**config.mk**
```make
export PLATFORM = sky130hd
export DESIGN_NAME = xbar_slot_arbiter
export DESIGN_NICKNAME = d
export VERILOG_FILES = /design/src/rtl/xbar_slot_arbiter.sv
export SDC_FILE = /design/constraint.sdc
export NUM_CORES = 1
export LEC_CHECK = 0
export BUFFER_PORTS_ARGS = -buffer_cell sky130_fd_sc_hd__buf_2
export CAP_MARGIN = 20
export CORE_MARGIN = 8
export CORE_UTILIZATION = 42
export DETAILED_ROUTE_END_ITERATION = 16
export PLACE_DENSITY_LB_ADDON = 0.2
export SYNTH_ARGS = -nofsm -noshare
export SYNTH_HDL_FRONTEND = slang
export SYNTH_SLANG_ARGS = --single-unit
```
**constraint.sdc**
```tcl
create_clock -name clk -period 7.3 [get_ports clk]
set_clock_uncertainty 0.05 [all_clocks]
set_input_delay 1.46 -clock clk [delete_from_list [all_inputs] [get_ports clk]]
set_output_delay 1.46 -clock clk [all_outputs]
set_load 0.005 [all_outputs]
```
**src/rtl/xbar_slot_arbiter.sv**
```systemverilog
// Per-slot crossbar arbiter: round-robin per output, then issues grants one per cycle.
// Optional arbitration-loss statistics counter enabled by defining XBAR_ARB_STATS_EN.
module xbar_slot_arbiter #(
  parameter int PORTS = 4,
  parameter int SLOTS = 8
) (
  input  logic                               clk,
  input  logic                               rst,
  input  logic                               slot_start,
  input  logic [$clog2(SLOTS)-1:0]           running_slot,
  input  logic [PORTS-1:0]                   req,
  input  logic [PORTS*$clog2(PORTS)-1:0]     req_dest,
  output logic [PORTS-1:0]                   grant,
  output logic [$clog2(PORTS*SLOTS)-1:0]     mux_sel,
  output logic [$clog2(PORTS)-1:0]           sw2op_wcs,
  output logic                               sw_valid,
  output logic                               swdone,
  output logic                               busy,
  output logic                               err_overrun,
  output logic [15:0]                        conflict_cnt
);

  localparam int DW = $clog2(PORTS);
  localparam int SW = $clog2(SLOTS);
  localparam int MW = $clog2(PORTS*SLOTS);

  typedef enum logic [1:0] {IDLE, ARB, ISSUE, DONE} state_t;

  state_t          state, state_n;
  logic [DW-1:0]   k_q;
  logic [SW-1:0]   slot_q;
  logic [PORTS-1:0] req_q;
  logic [DW-1:0]   dest_q [PORTS];
  logic [DW-1:0]   ptr_q  [PORTS];
  logic [DW-1:0]   ptr_n  [PORTS];
  logic [PORTS-1:0] grant_n;
  logic [MW-1:0]   mux_q, issue_sel;
  logic [DW-1:0]   wcs_q;

  // NOTE: every always_comb output gets a default first so no path can infer a latch.
  always_comb begin
    state_n = state;
    case (state)
      IDLE:    if (slot_start) state_n = ARB;
      ARB:     state_n = ISSUE;
      ISSUE:   if (k_q == DW'(PORTS-1)) state_n = DONE;
      DONE:    state_n = IDLE;
      default: state_n = IDLE;
    endcase
  end

  // Round-robin scan per output starting at its pointer; wrap handles non-power-of-2 PORTS.
  always_comb begin
    grant_n = '0;
    ptr_n   = ptr_q;
    for (int o = 0; o < PORTS; o++) begin : g_out
      logic          found;
      logic [DW:0]   sum;
      logic [DW-1:0] idx;
      found = 1'b0;
      for (int j = 0; j < PORTS; j++) begin
        sum = {1'b0, ptr_q[o]} + (DW+1)'(j);
        if (sum >= (DW+1)'(PORTS)) sum = sum - (DW+1)'(PORTS);
        idx = sum[DW-1:0];
        if (!found && req_q[idx] && (dest_q[idx] == DW'(o))) begin
          found        = 1'b1;
          grant_n[idx] = 1'b1;
          ptr_n[o]     = (idx == DW'(PORTS-1)) ? '0 : idx + 1'b1;
        end
      end
    end
  end

  assign busy      = (state != IDLE);
  assign swdone    = (state == DONE);
  assign sw_valid  = (state == ISSUE) && grant[k_q];
  assign issue_sel = MW'(slot_q) * MW'(PORTS) + MW'(k_q);
  assign mux_sel   = sw_valid ? issue_sel  : mux_q;
  assign sw2op_wcs = sw_valid ? dest_q[k_q] : wcs_q;

  // NOTE: the latched request arrays are small, so they are reset along with the rest.
  always_ff @(posedge clk or negedge rst) begin
    if (!rst) begin
      state       <= IDLE;
      k_q         <= '0;
      slot_q      <= '0;
      req_q       <= '0;
      grant       <= '0;
      mux_q       <= '0;
      wcs_q       <= '0;
      err_overrun <= 1'b0;
      for (int i = 0; i < PORTS; i++) begin
        dest_q[i] <= '0;
        ptr_q[i]  <= '0;
      end
    end else begin
      // NOTE: non-blocking assignments keep every register sampling pre-edge values.
      state       <= state_n;
      err_overrun <= slot_start && (state != IDLE);
      mux_q       <= mux_sel;
      wcs_q       <= sw2op_wcs;
      case (state)
        IDLE: if (slot_start) begin
          slot_start_latch: begin
            slot_q <= running_slot;
            req_q  <= req;
            for (int i = 0; i < PORTS; i++) dest_q[i] <= req_dest[i*DW +: DW];
          end
        end
        ARB: begin
          grant <= grant_n;
          ptr_q <= ptr_n;
          k_q   <= '0;
        end
        ISSUE:   k_q <= k_q + 1'b1;
        default: ;
      endcase
    end
  end

`ifdef XBAR_ARB_STATS_EN
  logic [DW:0]  n_valid, n_grant;
  logic [16:0]  cnt_sum;
  logic [15:0]  cnt_q;

  always_comb begin
    n_valid = '0;
    n_grant = '0;
    for (int i = 0; i < PORTS; i++) begin
      if (req_q[i] && ({1'b0, dest_q[i]} < (DW+1)'(PORTS))) n_valid = n_valid + 1'b1;
      if (grant_n[i]) n_grant = n_grant + 1'b1;
    end
    cnt_sum = {1'b0, cnt_q} + 17'(n_valid - n_grant);
  end

  always_ff @(posedge clk or negedge rst) begin
    if (!rst)              cnt_q <= '0;
    else if (state == ARB) cnt_q <= cnt_sum[16] ? 16'hFFFF : cnt_sum[15:0];
  end

  assign conflict_cnt = cnt_q;
`else
  assign conflict_cnt = '0;
`endif

endmodule
```
==> summary.txt <==
Synth top area share - 0.267
cell count after synthesis - 394
fin nets - 455
final core utilization - 0.449
CTS resizes - 0
vias - 3303
area occupied by multi-input gates - 2420 um2
placed cell area - 3770 um2
synth top area cells - dfrtp_1 (27%), ha_1 (7.2%), mux2_2 (6.2%)
Num CTS Buffers - 5
number of global-route vias before repair - 3226
final setup violation count - 0
Max Cap Viol - 0
post-route cell area - 3860 um2
CTS sink cnt - 39
Avg WL per Cell - 19.5 um
Post-synth EDFFs - 0
Max Slew Vio Count - 0
CP Capture Type - output pin
synthesis-stage register bit count - 39
CP required - 5.79 ns
Crit Path Class - reg -> out
hold buffers post-CTS - 0
RSZ-0062 raised after global routing - false
# H-tree levels - 2
Mapped Avg Cell Area - 9.27 um2
Async S/R FF share, synth - 1.00
fmax - 0.274 GHz
Final ANT Viol Nets - 0
share of cells above drive strength 1 - 0.216
Arrival @ worst endpoint - 2.14 ns
DRC viols - 0
Cell Rows - 34
largest net degree at the start of global routing - 40
Tmin final - 3.65 ns
Detailed Route Iter0 Violations - 325
Hold Path End - mux_q[2]$_DFF_PN0_
fin crit share - 0.500
max_slew headroom - 0.388
Critical R2R Capture - grant[3]$_DFFE_PN0P_
drt pass-1 iters - 9
Layout fillers - 870
initial core utilization - 0.425
HP Start - mux_q[2]$_DFF_PN0_
HPWL after detailed placement - 7.58 mm
global-route wire length before repair - 16.6 mm
clock root buffer - clkbuf_8
Hold Fails Final Rpt - 0
cell area power density - 496 nW/um2
worst-path maximum fanout - 10
Tightest Pin Transition - 0.918 ns
Clock Path Buffers - 2
Post-Syn Area - 3650 um2
Reg2Reg Depth - 8
Tightest Hold Check Type - reg -> reg
Avg Vias per Cell - 6.29
CORE AREA - 8590 um2
P&R area growth vs syn - 5.62%
register area - 976 um2
hold path depth - 2
Clock Latency Late Sink - 0.31 ns
Die Footprint - 11900 um2
initial antenna violation count - 0
Worst setup SP type - flop
die height - 109 um
most area-hungry cell type in the Yosys netlist - dfrtp_1
Clock Pin Slew Worst Setup and Hold Paths - 0.09 ns
Die X - 109 um
Ant. Diodes - 0
ys flop type - dfrtp_1
Final Wtd Congestion - 0.929
Synth top cells by count - dfrtp_1 (39), nand2_1 (39), nand3_1 (26), nor2_1 (22), ha_1 (21)
CTS tree - built
Post-CTS Repair Setup Buffers - 0
Pleak - 1.67 nW
IO buf count - 32
final WL - 10.2 mm
library cells used by synthesis - 71
VDD IR max - 0.209 mV
Syn. warnings - 0
setup TNS - 0 ns
global route total overflow - 0
sequential element share of the synthesized area - 0.267
flop2flop setup slack - 4.07 ns
num ports - 49
reg2reg start - ptr_q[2]$_DFFE_PN0P_
status - complete, no violations
gr usage total - 0.175
-- stage by stage --
step           worst slack, ns  hold WS, ns  power [mW]  std cells
2_1_floorplan             4.26        0.412        1.43        409
3_3_place_gp              4.03        0.404        1.72        517
3_5_place_dp              3.97        0.410        1.72        517
4_1_cts                   3.63        0.432        1.89        525
5_1_grt                   3.51        0.454        2.06        525
6_report                  3.65        0.422        1.91        525
-- power breakdown --
part	switching, mW	internal, mW
sequential	0.195	0.321
combinational	0.700	0.534
clock	0.0952	0.0685
total	0.990	0.924
-- worst max-delay path: stages (launching register included) --
cell and delay, ns:
dfrtp_1 0.49, mux4_2 0.54, nand2_1 0.28, mux2_2 0.39, buf_2 0.13
-- kinds of logic (layout without fill, tap and decap cells) --
logic type / Yosys count / in the layout / synth area share
and+or+nand+nor: 155 / 155 / 0.228
AOI/OAI and AO/OA: 86 / 86 / 0.196
buffers and inverters: 52 / 60 / 0.0860
DFF: 39 / 39 / 0.267
muxes: 37 / 37 / 0.142
adders and majority gates: 21 / 21 / 0.0719
xor gates and xnor gates: 3 / 3 / 0.00719
other: 1 / 16 / 0.00103
-- area by class of cell --
class                      instances  area share
multi-input combinational        318       0.627
inverter                          20      0.0195
timing repair buffer              32      0.0415
tap                              108      0.0350
clock buffer                       5      0.0178
clock inverter                     3     0.00616
sequential                        39       0.253
-- layout by cell type (no fill, tap or decap), drive strengths merged, types with 8 or more instances in the layout --
cell,synthesis,layout
nand2,39,39
dfrtp,39,39
buf,21,32
nand3,26,26
nor2,22,22
ha,21,21
mux2,20,20
inv,19,20
nor3,19,19
o21ai,18,18
conb,1,16
mux4,10,10
and3,9,9
nand3b,8,8
and3b,8,8
-- flip-flops by register name, indices dropped and copies added, names as in the netlist --
register	cells
dest_q	8
err_overrun	1
grant	4
k_q	2
mux_q	5
ptr_q	8
req_q	4
slot_q	3
state	2
wcs_q	2
-- how the worst max path moves through the flow --
stage | from | to | slack (ns)
finish | k_q[0]$_DFFE_PN0P_ | sw2op_wcs[0] | 3.65
floorplan | k_q[0]$_DFFE_PN0P_ | sw2op_wcs[0] | 4.26
CTS | k_q[0]$_DFFE_PN0P_ | sw2op_wcs[0] | 3.63
detailed placement | k_q[0]$_DFFE_PN0P_ | sw2op_wcs[0] | 3.97
global route | k_q[0]$_DFFE_PN0P_ | sw2op_wcs[1] | 3.51
global placement | k_q[0]$_DFFE_PN0P_ | sw2op_wcs[1] | 4.03
-- routing by layer --
metal	vias up	global-route usage	part of all wire
met3	33	0.0331	0.070
met2	170	0.271	0.45
met5	-	0	0
met1	1597	0.235	0.45
li1	1503	-	-
met4	0	0.0714	0.028
Note: power is estimated with default switching activity, not from simulation.
